===== config.mk =====
export PLATFORM = sky130hd
export DESIGN_NAME = keypad_scanner
export DESIGN_NICKNAME = d
export VERILOG_FILES = /design/src/rtl/keypad_pkg.sv /design/src/rtl/keypad_debounce.sv /design/src/rtl/keypad_scanner.sv
export SDC_FILE = /design/constraint.sdc
export NUM_CORES = 1
export LEC_CHECK = 0
export CAP_MARGIN = 20
export CORE_MARGIN = 5
export CORE_UTILIZATION = 50
export CTS_CLUSTER_SIZE = 20
export DETAILED_ROUTE_END_ITERATION = 7
export PLACE_DENSITY = 0.75
export SLEW_MARGIN = 20
export SYNTH_ARGS = -nofsm -noshare
export SYNTH_HDL_FRONTEND = slang
export SYNTH_SLANG_ARGS = --single-unit
export TNS_END_PERCENT = 50

===== constraint.sdc =====
create_clock -name clk -period 7.4 [get_ports clk]
set_input_delay 1.11 -clock clk [delete_from_list [all_inputs] [get_ports clk]]
set_output_delay 1.11 -clock clk [all_outputs]
set_load 0.01 [all_outputs]

===== src/rtl/keypad_pkg.sv =====
// Shared definitions for the matrix keypad scanner: key codes, debounce
// state encoding, and the key map / digit-bus helper functions.
package keypad_pkg;

  // Reserved key codes beyond the digits 0-9
  localparam logic [3:0] KEY_NONE  = 4'hF;
  localparam logic [3:0] KEY_STAR  = 4'hA;
  localparam logic [3:0] KEY_HASH  = 4'hB;
  localparam logic [3:0] KEY_MULTI = 4'hE;

  // Column scan sequence, one column strobed low per state
  typedef enum logic [1:0] {
    SCAN_C0 = 2'd0,
    SCAN_C1 = 2'd1,
    SCAN_C2 = 2'd2
  } scan_state_e;

  // Debounce FSM: IDLE = stable none, CONFIRM = candidate differs from
  // stable and is being counted, HELD = stable key
  typedef enum logic [1:0] {
    DB_IDLE    = 2'd0,
    DB_CONFIRM = 2'd1,
    DB_HELD    = 2'd2
  } db_state_e;

  // Physical key at (row, column). Layout: 1 2 3 / 4 5 6 / 7 8 9 / * 0 #
  function automatic logic [3:0] key_map(input logic [1:0] r, input logic [1:0] c);
    logic [3:0] code;
    code = KEY_NONE;
    case ({r, c})
      4'b00_00: code = 4'd1;
      4'b00_01: code = 4'd2;
      4'b00_10: code = 4'd3;
      4'b01_00: code = 4'd4;
      4'b01_01: code = 4'd5;
      4'b01_10: code = 4'd6;
      4'b10_00: code = 4'd7;
      4'b10_01: code = 4'd8;
      4'b10_10: code = 4'd9;
      4'b11_00: code = KEY_STAR;
      4'b11_01: code = 4'd0;
      4'b11_10: code = KEY_HASH;
      default:  code = KEY_NONE;
    endcase
    return code;
  endfunction

  // Active-low one-hot digit bus; non-digit codes leave every bit high
  function automatic logic [9:0] code_to_onehot_n(input logic [3:0] code);
    logic [9:0] v;
    v = 10'h3FF;
    for (int i = 0; i < 10; i++) begin
      if (code == 4'(i)) v[i] = 1'b0;
    end
    return v;
  endfunction

  // Column strobe pattern for a scan state: exactly one bit low
  function automatic logic [2:0] col_strobe(input scan_state_e s);
    logic [2:0] v;
    case (s)
      SCAN_C0: v = 3'b110;
      SCAN_C1: v = 3'b101;
      SCAN_C2: v = 3'b011;
      default: v = 3'b110;
    endcase
    return v;
  endfunction

endpackage


===== src/rtl/keypad_debounce.sv =====
// Frame-level debouncer. Each frame strobe delivers one frame result; a new
// value replaces the stable value only after DEBOUNCE_FRAMES consecutive
// identical frames. Multi-key frames count as "no key" (ghost rejection).
// Handshake: frame_strobe is a one-cycle valid with no back-pressure;
// frame_result is only meaningful while frame_strobe is high.
module keypad_debounce #(
  parameter int DEBOUNCE_FRAMES = 3
) (
  input  logic       clk,
  input  logic       rst,
  input  logic       frame_strobe,
  input  logic [3:0] frame_result,
  output logic [3:0] stable,
  output logic       accept
);
  import keypad_pkg::*;

  localparam int CW = $clog2(DEBOUNCE_FRAMES + 1);
  localparam logic [CW-1:0] CNT_MAX = CW'(DEBOUNCE_FRAMES);

  db_state_e     state;
  logic [3:0]    cand;
  logic [CW-1:0] cnt;

  logic [3:0]    res;
  logic [3:0]    cand_n;
  logic [CW-1:0] cnt_n;
  logic          take;

  // Next candidate and run length for the frame being delivered
  always_comb begin
    res    = (frame_result == KEY_MULTI) ? KEY_NONE : frame_result;
    cand_n = cand;
    cnt_n  = cnt;
    if (res == cand) begin
      cnt_n = (cnt == CNT_MAX) ? cnt : cnt + CW'(1);
    end else begin
      cand_n = res;
      cnt_n  = CW'(1);
    end
    take = (cand_n != stable) && (cnt_n == CNT_MAX);
  end

  // Debounce FSM; stable and accept update on the frame-end cycle
  always_ff @(posedge clk or posedge rst) begin
    if (rst) begin
      state  <= DB_IDLE;
      cand   <= KEY_NONE;
      cnt    <= '0;
      stable <= KEY_NONE;
      accept <= 1'b0;
    end else begin
      accept <= 1'b0;
      if (frame_strobe) begin
        cand <= cand_n;
        cnt  <= cnt_n;
        case (state)
          DB_IDLE, DB_HELD: begin
            if (take) begin
              stable <= cand_n;
              accept <= (cand_n != KEY_NONE);
              state  <= (cand_n == KEY_NONE) ? DB_IDLE : DB_HELD;
            end else if (cand_n != stable) begin
              state <= DB_CONFIRM;
            end
          end
          DB_CONFIRM: begin
            if (take) begin
              stable <= cand_n;
              accept <= (cand_n != KEY_NONE);
              state  <= (cand_n == KEY_NONE) ? DB_IDLE : DB_HELD;
            end else if (cand_n == stable) begin
              state <= (stable == KEY_NONE) ? DB_IDLE : DB_HELD;
            end
          end
          default: state <= DB_IDLE;
        endcase
      end
    end
  end

endmodule


===== src/rtl/keypad_scanner.sv =====
// 4x3 matrix keypad scanner. Strobes columns low one at a time, samples the
// synchronised rows at the end of each column dwell, assembles a per-frame
// result, debounces it and drives the digit bus and code/pulse outputs.
module keypad_scanner #(
  parameter int SCAN_DIV        = 1,
  parameter int DEBOUNCE_FRAMES = 3
) (
  input  logic       clk,
  input  logic       rst,
  input  logic [3:0] row,
  output logic [2:0] col,
  output logic [9:0] keypad,
  output logic [3:0] key_code,
  output logic       key_valid,
  output logic       key_press,
  output logic       star,
  output logic       hash
);
  import keypad_pkg::*;

  localparam int DW = $clog2(SCAN_DIV + 1);
  localparam logic [DW-1:0] DWELL_LAST = DW'(SCAN_DIV - 1);

  logic [3:0]    row_s1;
  logic [3:0]    row_s2;
  scan_state_e   scan_state;
  logic [DW-1:0] dwell;
  logic          last_dwell;

  // Sample tags travel alongside the synchroniser so each sample carries
  // the column it belongs to rather than the column currently strobed
  logic          tag1_v;
  logic [1:0]    tag1_col;
  logic          tag2_v;
  logic [1:0]    tag2_col;

  logic [3:0]    acc_code;
  logic          acc_multi;
  logic [3:0]    samp_low;
  logic [2:0]    samp_cnt;
  logic [1:0]    samp_row;
  logic [3:0]    nxt_code;
  logic          nxt_multi;
  logic          frame_strobe;
  logic [3:0]    frame_result;

  logic [3:0]    db_stable;
  logic          db_accept;

  assign last_dwell = (dwell == DWELL_LAST);

  // Two-flop synchroniser for the asynchronous row pins
  always_ff @(posedge clk or posedge rst) begin
    if (rst) begin
      row_s1 <= 4'hF;
      row_s2 <= 4'hF;
    end else begin
      row_s1 <= row;
      row_s2 <= row_s1;
    end
  end

  // Column scan FSM: each column held SCAN_DIV cycles, c0 -> c1 -> c2 -> c0
  always_ff @(posedge clk or posedge rst) begin
    if (rst) begin
      scan_state <= SCAN_C0;
      dwell      <= '0;
      col        <= 3'b110;
    end else if (last_dwell) begin
      dwell <= '0;
      case (scan_state)
        SCAN_C0: begin
          scan_state <= SCAN_C1;
          col        <= col_strobe(SCAN_C1);
        end
        SCAN_C1: begin
          scan_state <= SCAN_C2;
          col        <= col_strobe(SCAN_C2);
        end
        default: begin
          scan_state <= SCAN_C0;
          col        <= col_strobe(SCAN_C0);
        end
      endcase
    end else begin
      dwell <= dwell + DW'(1);
    end
  end

  // Delay the "last dwell" marker by the two synchroniser stages
  always_ff @(posedge clk or posedge rst) begin
    if (rst) begin
      tag1_v   <= 1'b0;
      tag1_col <= 2'd0;
      tag2_v   <= 1'b0;
      tag2_col <= 2'd0;
    end else begin
      tag1_v   <= last_dwell;
      tag1_col <= scan_state;
      tag2_v   <= tag1_v;
      tag2_col <= tag1_col;
    end
  end

  // Fold the current column sample into the frame being assembled
  always_comb begin
    samp_low  = ~row_s2;
    samp_cnt  = 3'($countones(samp_low));
    samp_row  = 2'd0;
    for (int r = 0; r < 4; r++) begin
      if (samp_low[r]) samp_row = 2'(r);
    end
    // A column-0 sample always opens a fresh frame
    nxt_code  = (tag2_col == 2'd0) ? KEY_NONE : acc_code;
    nxt_multi = (tag2_col == 2'd0) ? 1'b0 : acc_multi;
    if (samp_cnt > 3'd1) begin
      nxt_multi = 1'b1;
    end else if (samp_cnt == 3'd1) begin
      if (nxt_code != KEY_NONE) nxt_multi = 1'b1;
      else                      nxt_code  = key_map(samp_row, tag2_col);
    end
    frame_strobe = tag2_v && (tag2_col == 2'd2);
    frame_result = nxt_multi ? KEY_MULTI : nxt_code;
  end

  // Frame accumulator holds partial results between column samples
  always_ff @(posedge clk or posedge rst) begin
    if (rst) begin
      acc_code  <= KEY_NONE;
      acc_multi <= 1'b0;
    end else if (tag2_v) begin
      if (tag2_col == 2'd2) begin
        acc_code  <= KEY_NONE;
        acc_multi <= 1'b0;
      end else begin
        acc_code  <= nxt_code;
        acc_multi <= nxt_multi;
      end
    end
  end

  keypad_debounce #(
    .DEBOUNCE_FRAMES(DEBOUNCE_FRAMES)
  ) u_debounce (
    .clk          (clk),
    .rst          (rst),
    .frame_strobe (frame_strobe),
    .frame_result (frame_result),
    .stable       (db_stable),
    .accept       (db_accept)
  );

  // Registered outputs follow the debounced value one cycle later
  always_ff @(posedge clk or posedge rst) begin
    if (rst) begin
      keypad    <= 10'h3FF;
      key_code  <= KEY_NONE;
      key_valid <= 1'b0;
      key_press <= 1'b0;
      star      <= 1'b0;
      hash      <= 1'b0;
    end else begin
      keypad    <= code_to_onehot_n(db_stable);
      key_code  <= db_stable;
      key_valid <= (db_stable != KEY_NONE);
      key_press <= db_accept;
      star      <= (db_stable == KEY_STAR);
      hash      <= (db_stable == KEY_HASH);
    end
  end

endmodule


==> metrics.md, run 1 <==
| Metric | Value |
|---|---|
| Top cells by instance count after synthesis | `dfstp_2 (36), nand2_1 (23), dfrtp_1 (19)` |
| Mapped cell area | `approximately 2600 um2` |
| Most frequent cell after synthesis | `dfstp_2` |
| Detailed-routing iteration count for the pre-antenna-repair pass | `4` |
| Cell family with most CP delay | `simple AND/OR/NAND/NOR gates` |
| Run status | `finished, final reports clean` |
| Setup repair after global routing missed its margin | `no` |
| Final count of hold timing violations | `0` |
| Relative slew slack | `58.25%` |
| Total of cells resized after clock tree synthesis | `0` |
| Fmax | `0.2499 GHz` |
| Clock sink total | `between 50 and 60` |
| Startpoint type of the worst setup path | `flip-flop` |
| Share of synthesized area occupied by flip-flops and latches | `around 55%` |
| Buffer depth of the longest clock path | `2` |
| Total number of vias | `between 1500 and 2000` |
| Hold path startpoint | `tag1_col[0]` |
| Synthesis-to-finish area growth | `16.19%` |
| Total negative slack for setup checks | `0 ns` |
| Clock slew at reported path FFs | `approximately 0.09 ns` |
| Post-Synthesis Net Count | `251` |
| ANT nets after route | `0` |
| Multi-input logic area | `1066 um2` |
| Wire length of the first global-routing pass | `around 8400 um` |
| Top fanout value on the critical path | `12` |
| Number of buffers created by CTS | `5` |
| Net total in the final layout | `about 280` |
| Chip width | `approximately 80 um` |
| Detailed-route wire length | `roughly 4700 um` |
| Buffers inserted during post-CTS setup optimization | `0` |
| Slowest stage cell on the critical path | `dfstp_2` |
| Fraction of registers with async set/reset | `100.0%` |
| Syn_area_per_cell | `roughly 11 um2` |
| Gate count of the mapped netlist | `roughly 240` |
| Signal arrival time at the worst endpoint | `around 4.3 ns` |
| Crit path buffers/inverters | `2` |
| Leak | `roughly 0.0013 uW` |
| Initial antenna violation count | `0` |
| Final period util | `54.09%` |
| Maxcap violations | `0` |
| Die height | `roughly 82 um` |
| Num rows | `26` |
| Register area | `about 1400 um2` |
| Total number of H-tree levels | `2` |
| Share of Yosys cell area claimed by the top area cell type | `a little over a third` |
| Die area | `6750 um2` |
| Proportion of layout cells with a drive suffix above 1 | `between 20% and 30%` |
| Number of I/O pins | `27` |
| Hold/Removal Path Class | `reg -> reg` |
| Final setup violation count | `0` |
| Data required time at the worst endpoint | `7.64 ns` |
| Global-route total usage across every layer | `between 10% and 20%` |
| Diode count | `0` |
| Worst path depth | `13` |
| WL/cell | `roughly 14 um` |
| Depth of the most critical reg-to-reg path | `13` |
| Insertion delay to the later sink of the worst-skew pair | `0.31 ns` |
| Ordered cell list for the critical path | `fa_1 > inv_1 > ha_1 > inv_1 > ha_1 > and4bb_4 > nand2_4 > o32a_1 > nor3b_4 > a211oi_1 > nand2_1 > or4b_1 > mux2_4` |
| Total of buffers placed on input and output ports | `26` |
| Fillers | `444` |
| Largest net degree at the start of global routing | `56` |
| TritonCTS clock tree | `built` |
| Overall power after layout | `a little under 900 uW` |
| Reg2Reg Launch Point | `row_s2[3]` |
| Count of routing violations after the opening detailed-route iteration | `240` |
| Transition time at the pin with the least slew margin | `between 0.6 and 0.7 ns` |
| Worst VDD drop | `between 0.15 and 0.2 mV` |
| Final worst hold slack | `0.3584 ns` |
| Residual DRC count | `0` |
| Cell variety after synth | `57` |
| HPWL Detailed | `between 3000 and 4000 um` |
| Flop2flop setup slack | `3.40 ns` |
| Vias/cell | `roughly 5.6` |
| Yosys warning total | `0` |
| Cells on Worst Hold Path | `0` |
| Kind of capture point of the worst setup path | `flip-flop` |
| Worst Hold Path EP | `tag2_col[0]` |
| Starting density of the core | `51.31%` |
| Commonest register cell after synthesis | `dfstp_2` |
| Biggest area consumer among synthesized cells | `dfstp_2` |
| Vias in the first global route | `1797` |
| Kind of critical path | `reg -> reg` |
| Power density over the cells | `about 290 nW/um2` |
| Fin crit period | `around 4.0 ns` |
| Total congestion overflow | `0` |
| Flop and latch count out of synthesis | `55` |
| Area of the placeable core | `just over 5000 um2` |
| Clock tree skew after final layout | `approximately 0.0046 ns` |
| CTS Root Buffer Type | `clkbuf_8` |
| Number of enable flip-flop cells after synthesis | `0` |
| Number of buffers inserted for hold repair after clock tree synthesis | `0` |
| Maximum single-stage delay on the critical path | `0.65 ns` |
| Endpoint of the most critical register-to-register path | `u_debounce.stable[3]` |
| Leading cell types by total area after synthesis | `dfstp_2 (36%), dfrtp_1 (18%), ha_1 (3.8%), nand2_1 (3.3%), inv_1 (2.6%)` |
| Count of pins over their slew limit | `0` |
| Weighted congestion at the end of routability-driven global placement | `between 0.9 and 1` |
## metrics by stage
step                      setup WS [ns]  util (%)  instances  instance area, um2
after global placement            3.537     57.35        323                2910
final                             3.398     59.62        331                3025
after global routing              3.247     59.62        331                3025
after detailed placement          3.423     57.35        323                2910
after CTS                         3.396     59.62        331                3025
after floorplan                   3.771         -        236                2604
## state kept, by name (all words and copies together), names as in the netlist, 3 cells and up
name and count:
keypad 10, acc_code 4, key_code 4, row_s1 4, row_s2 4, u_debounce.cand 4
u_debounce.stable 4, col 3
## layer usage
layer  GRT usage [%]  up-vias  routed length [um]
li1                -      882                   -
met3           4.338        6                 314
met1           21.15      891                2069
met5               0        -                   0
met4           7.143        0                  83
met2           25.93       59                2270
## worst max-delay path by stage
stage               slack (ns)                   end  startpoint
floorplan                 3.77  u_debounce.stable[3]   row_s2[1]
global placement          3.54  u_debounce.stable[3]   row_s2[3]
detailed placement        3.42  u_debounce.stable[3]   row_s2[3]
CTS                       3.40  u_debounce.stable[3]   row_s2[3]
global route              3.25  u_debounce.stable[3]   row_s2[3]
finish                    3.40  u_debounce.stable[3]   row_s2[3]
## area by class of cell
type | count | share of cell area, %
flip-flops and latches | 55 | 46.98
multi-input cells | 153 | 35.24
repair buffers | 27 | 8.850
well taps | 70 | 2.895
clock buffers | 5 | 2.275
inverters | 18 | 2.233
clock inverters | 3 | 1.530
## logic make-up (layout without fill, tap and decap cells)
family                     Yosys count  in the layout  synth area share, %
AOI/OAI and AO/OA                   48             48                15.14
adders and majority gates            9              9                4.613
buffers and inverters               28             53                4.469
DFF                                 55             55                54.59
muxes                                5              5                2.162
other                                1              1               0.1440
and+or+nand+nor                     90             90                18.89
## placed cells by master (no fill, tap or decap), drive strengths merged, types with 6 or more instances in the layout
master	synthesis	final
clkdlybuf4s50	0	26
o21ai	6	6
inv	18	19
ha	8	8
dfstp	36	36
nand3	7	7
nor3	6	6
nand2	24	24
nor2	17	17
nor4	6	6
dfrtp	19	19
## report_power, final
part	switching, uW	total [uW]	internal [uW]
Clock	95.0	197	102
Combinational	128	244	116
Sequential	51.9	432	380
Total	274	873	598
Note: power is estimated with default switching activity, not from simulation.
==> run 2, diff against run 1 <==
==> constraint.sdc (replaced) <==
create_clock -name clk -period 3.75 [get_ports clk]
set_input_delay 0.5625 -clock clk [delete_from_list [all_inputs] [get_ports clk]]
set_output_delay 0.5625 -clock clk [all_outputs]
set_load 0.01 [all_outputs]
==> run 2 against run 1 <==
Fmax rose by 11%. Clock skew fell by 0.0018 ns. Die area did not move. Sequential power rose by 97%. Combinational power rose by 120%. Critical path depth did not move. Utilization rose by 1.5 points. Cell count rose by 1.8%. Setup slack got worse by 3.3 ns. Critical path type unchanged.
==> metrics.md, run 2 (synthesized netlist as in run 1, its figures left out) <==
| Metric | Value |
|---|---|
| Run status | `finished, final reports clean` |
| Number of I/O pins | `27` |
| Count of routing violations after the opening detailed-route iteration | `242` |
| Starting density of the core | `around half` |
| Number of buffers created by CTS | `5` |
| Highest-count cells in the layout ignoring fill and taps | `dfstp_2 (36), clkdlybuf4s50_1 (26), nand2_1 (23), dfrtp_1 (19)` |
| Residual DRC count | `0` |
| Total number of vias | `1876` |
| Startpoint type of the worst setup path | `flip-flop` |
| Die area | `between 6000 and 7000 um2` |
| Startpoint of the most critical setup path | `row_s2[1]` |
| Num rows | `26` |
| Final setup violation count | `0` |
| Clock sink total | `between 50 and 60` |
| Depth of the most critical reg-to-reg path | `13` |
| Clock slew at reported path FFs | `about 0.10 ns` |
| Worst VDD drop | `0.2346 mV` |
| Weighted congestion at the end of routability-driven global placement | `around 0.97` |
| Total number of H-tree levels | `2` |
| Leak | `roughly 0.0013 uW` |
| Fmax | `around 0.28 GHz` |
| CTS Root Buffer Type | `clkbuf_8` |
| Kind of capture point of the worst setup path | `flip-flop` |
| Layout Cells excl Fill | `~340` |
| Endpoint of the most critical register-to-register path | `u_debounce.stable[1]` |
| Cell internal power dissipation | `roughly 1200 uW` |
| Top fanout value on the critical path | `5` |
| Buffer depth of the longest clock path | `2` |
| Flop pwr share | `roughly 49%` |
| Hold/Removal Path Class | `reg -> reg` |
| Diode count | `0` |
| Sw Ratio | `between 30 and 40%` |
| Maxcap violations | `0` |
| Clock tree skew after final layout | `0.002811 ns` |
| Relative slew slack | `between 50 and 60%` |
| Reg2Reg Launch Point | `row_s2[1]` |
| ANT nets after route | `0` |
| Total of buffers placed on input and output ports | `26` |
| Insertion delay to the later sink of the worst-skew pair | `0.30 ns` |
| Initial antenna violation count | `0` |
| Total congestion overflow | `0` |
| Count of pins over their slew limit | `0` |
| Net total in the final layout | `around 280` |
| Most flop-heavy register | `keypad` |
| Final count of hold timing violations | `0` |
| Data required time at the worst endpoint | `3.99 ns` |
| Flip-flop count of the largest register, all copies and words added | `10` |
| Final Core Density | `approximately three fifths` |
| Number of buffers inserted for hold repair after clock tree synthesis | `0` |
| Largest net degree at the start of global routing | `33` |
| Global-route total usage across every layer | `between 10% and 20%` |
| Combinational power share | `30.5%` |
| Transition time at the pin with the least slew margin | `between 0.6 and 0.7 ns` |
| HPWL Detailed | `between 3000 and 4000 um` |
| Chip width | `82.16 um` |
| Clk network pwr share | `about a fifth` |
| Detailed-route wire length | `approximately 5100 um` |
| Detailed-routing iteration count for the pre-antenna-repair pass | `5` |
| Kind of critical path | `reg -> reg` |
| Buffers inserted during post-CTS setup optimization | `0` |
| Vias in the first global route | `approximately 1900` |
| Wire length of the first global-routing pass | `~9000 um` |
| Cells after DPL | `329` |
| Proportion of layout cells with a drive suffix above 1 | `~28%` |
| TritonCTS clock tree | `built` |
| Last element of the critical path | `u_debounce.stable[1]` |
| Fin crit period | `roughly 3.6 ns` |
| WL/cell | `15.13 um` |
| Net Sw Power | `~570 uW` |
| Power density over the cells | `about 560 nW/um2` |
| Die height | `between 80 and 90 um` |
| Synthesis-to-finish area growth | `19.13%` |
| Vias/cell | `around 5.6` |
| Flop2flop setup slack | `0.14 ns` |
| Area of the placeable core | `a little over 5000 um2` |
| Signal arrival time at the worst endpoint | `just under 4 ns` |
| Final period util | `96.32%` |
| Most common cell after layout, fill and taps aside | `dfstp_2` |
## run 2: how the worst min path moves through the flow
stage | from | to | depth (start not counted)
final | tag1_v | tag2_v | 0
after global routing | row_s1[3] | row_s2[3] | 0
after CTS | tag1_v | tag2_v | 0
after detailed placement | tag1_v | tag2_v | 0
after global placement | tag1_col[1] | tag2_col[1] | 0
after floorplan | u_debounce.accept | key_press | 0
## run 2: area by class of cell
cell class	count	area (um2)
inverter	18	67.56
sequential	55	1421
clock buffer	6	82.58
timing repair buffer	33	312.8
multi-input combinational	153	1110
tap	70	87.58
clock inverter	2	20.02
fill	427	1973
## run 2: worst max-delay path, stage by stage, from the launching register on
cell and delay [ns]:
dfstp_2 0.55, fa_1 0.41, inv_1 0.07, ha_1 0.16
inv_1 0.05, ha_1 0.27, and4bb_4 0.34, nand2_4 0.07
o31a_1 0.36, o32ai_2 0.26, a311oi_1 0.10, or4b_4 0.59
buf_4 0.17, mux2i_1 0.14
## run 2: what timing repair did
item,in CTS,in global routing
pin swaps,0,2
gates resized for setup,1,6
setup endpoints to repair,4,4
## run 2: power by group through the flow
stage	clock network [uW]	registers (uW)	logic, uW
after floorplan	0	829	333
after detailed placement	0	862	512
after CTS	366	850	515
after global routing	397	870	581
final	350	851	528
after global placement	0	855	502
## run 2: through the flow
stage	setup slack [ns]	power, uW	area (um2)	setup TNS [ns]	hold WS (ns)
2_1_floorplan	0.1215	1162	2604	0	0.3312
3_3_place_gp	0.09942	1356	2955	0	0.3330
3_5_place_dp	0.004184	1374	2955	0	0.3373
4_1_cts	0.01430	1731	3059	0	0.3609
5_1_grt	-0.01352	1847	3102	-0.03908	0.3660
6_report	0.1380	1729	3102	0	0.3576
## run 2: routing by layer
layer  GRT usage, %  part of all wire [%]  vias up
li1               -                     -      899
met1          23.08                    44      896
met2          26.66                    48       69
met3          4.121                   6.7       12
met4          5.482                   1.5        0
met5              0                     0        -
==> run 3, diff against run 2 <==
--- a/config.mk
+++ b/config.mk
@@ -11,6 +11,7 @@
 export CTS_CLUSTER_SIZE = 20
 export DETAILED_ROUTE_END_ITERATION = 7
 export PLACE_DENSITY = 0.75
+export SETUP_SLACK_MARGIN = 0.3
 export SLEW_MARGIN = 20
 export SYNTH_ARGS = -nofsm -noshare
 export SYNTH_HDL_FRONTEND = slang
==> run 3 against run 2 <==
Power grew 3.8%. Register-to-register slack improved by 0.08 ns. Non-clock buffer count grew 4. Largest cell class unchanged. Largest power group unchanged.
==> metrics.md, run 3 (synthesized netlist as in run 1, its figures left out) <==
| Metric | Value |
|---|---|
| Run status | `finished, final reports clean` |
| Global-route total usage across every layer | `17.35%` |
| Buffer depth of the longest clock path | `2` |
| Routed met3 length | `between 200 and 300 um` |
| Final period util | `94.22%` |
| Starting density of the core | `~50%` |
| Insertion delay to the later sink of the worst-skew pair | `slightly above 0.3 ns` |
| Minimum setup slack in the final design | `between 0.2 and 0.25 ns` |
| Most flop-heavy register | `keypad` |
| Total negative slack for setup checks | `0 ns` |
| Total number of H-tree levels | `2` |
| Number of I/O pins | `27` |
| Layout Cells excl Fill | `around 340` |
| Total number of vias | `1873` |
| HPWL Detailed | `about 3700 um` |
| Kind of capture point of the worst setup path | `flip-flop` |
| Dpl ws | `-0.02573 ns` |
| Die height | `between 80 and 90 um` |
| Transition time at the pin with the least slew margin | `slightly below 0.9 ns` |
| Relative slew slack | `about two fifths` |
| Overall power after layout | `about 1800 uW` |
| Cells after DPL | `~330` |
| Detailed-routing iteration count for the pre-antenna-repair pass | `4` |
| Highest-count cells in the layout ignoring fill and taps | `dfstp_2 (36), clkdlybuf4s50_1 (26), nand2_1 (23), dfrtp_1 (19), nor2_1 (17)` |
| Design area | `3203 um2` |
| Total congestion overflow | `0` |
| Kind of critical path | `reg -> reg` |
| Fmax | `roughly 0.28 GHz` |
| Net total in the final layout | `285` |
| WL/cell | `15.11 um` |
| TritonCTS clock tree | `built` |
| Detailed-route wire length | `approximately 5200 um` |
| Chip width | `roughly 82 um` |
| Data required time at the worst endpoint | `3.98 ns` |
| Fin crit period | `3.533 ns` |
| Leak | `0.001320 uW` |
| Total of buffers placed on input and output ports | `26` |
| Maxcap violations | `0` |
| Synthesis-to-finish area growth | `23.02%` |
| Weighted congestion at the end of routability-driven global placement | `0.9419` |
| ANT nets after route | `0` |
| Initial antenna violation count | `0` |
| Crit path buffers/inverters | `3` |
| Count of pins over their slew limit | `0` |
| Routed length on met1 | `approximately 2300 um` |
| Residual DRC count | `0` |
| Most common cell after layout, fill and taps aside | `dfstp_2` |
| Maximum single-stage delay on the critical path | `around 0.55 ns` |
| Hold/Removal Path Class | `reg -> reg` |
| Count of routing violations after the opening detailed-route iteration | `about 230` |
| Setup repair after global routing missed its margin | `yes` |
| Ordered cell list for the critical path | `fa_1 > inv_2 > ha_4 > inv_2 > ha_4 > or3b_4 > o211a_4 > nand3_1 > nor3_1 > a211oi_2 > a22oi_2 > or4b_4 > buf_6 > mux2i_1` |
| Diode count | `0` |
| Clock slew at reported path FFs | `about 0.090 ns` |
| Vias in the first global route | `between 1500 and 2000` |
| Final setup violation count | `0` |
| Power density over the cells | `about 560 nW/um2` |
| Slowest stage cell on the critical path | `dfstp_2` |
| Placement Cell Area | `~3000 um2` |
| Flop2flop setup slack | `around 0.22 ns` |
| Clock sink total | `55` |
| Cell family with most CP delay | `simple AND/OR/NAND/NOR gates` |
| Wire length of the first global-routing pass | `around 9000 um` |
| Number of buffers created by CTS | `5` |
| Num rows | `26` |
| Flip-flop count of the largest register, all copies and words added | `10` |
| Proportion of layout cells with a drive suffix above 1 | `a little under a third` |
| Vias/cell | `around 5.5` |
| Startpoint type of the worst setup path | `flip-flop` |
| Area of the placeable core | `between 5000 and 6000 um2` |
| Signal arrival time at the worst endpoint | `between 3 and 4 ns` |
| Clock tree skew after final layout | `roughly 0.0086 ns` |
| Top layer in use | `met4` |
| Final count of hold timing violations | `0` |
| Largest net degree at the start of global routing | `between 40 and 50` |
| Die area | `6750 um2` |
| Worst VDD drop | `a little under 0.3 mV` |
| Top fanout value on the critical path | `4` |
| DR WL met2 | `about 2500 um` |
| CTS Root Buffer Type | `clkbuf_8` |
-- run 3: cell types whose count changed in the layout (fill, tap and decap cells not counted), moves of 2 or more --
cell and delta:
ha_4 +3, inv_1 -2, buf_4 +3, inv_2 +2
ha_1 -3
-- run 3: stage by stage --
stage	util, %	hold WS (ns)
2_1_floorplan	-	0.3312
3_3_place_gp	58.23	0.3332
3_5_place_dp	58.23	0.3356
4_1_cts	62.20	0.3586
5_1_grt	63.12	0.3658
6_report	63.12	0.3552
-- run 3: final timing paths --
path | to | startpoint | depth (start not counted)
min in group asynchronous | tag2_col[1] | rst | 2
min | tag2_col[0] | tag1_col[0] | 0
max in group asynchronous | row_s1[3] | rst | 3
max | u_debounce.stable[2] | row_s2[3] | 14
max reg2reg | u_debounce.stable[2] | row_s2[3] | 14
min reg2reg | tag2_col[0] | tag1_col[0] | 0
-- run 3: cell type report --
cell class,count,area [um2]
inverter,18,67.56
fill,430,1872
clock buffer,6,72.57
clock inverter,2,37.54
sequential,55,1421
timing repair buffer,37,346.6
tap,70,87.58
multi-input combinational,153,1170
-- run 3: layer usage --
metal  global-route usage, %  up-vias
met4                   5.482        0
li1                        -      904
met1                   24.02      910
met2                   27.30       52
met5                       0        -
met3                   3.688        7
-- run 3: worst reg2reg max path, delay by kind of cell, from the launching register on --
kind,cells,cell delay [ns]
flops,1,0.55
compound gates,3,0.61
buf+inv,3,0.27
mux,1,0.15
simple gates,4,1.09
fa+ha+maj,3,0.76
-- run 3: timing repair --
item,in CTS,in global routing
resized for setup,12,7
endpoints found under the setup margin,7,7
buffers inserted,3,1
pin swaps,9,9
hold buffers,0,0
-- run 3: power by group --
part | switching, uW | internal (uW) | total (uW)
Combinational | 284 | 280 | 564
Clock | 180 | 199 | 379
Sequential | 101 | 750 | 851
Total | 565 | 1230 | 1790
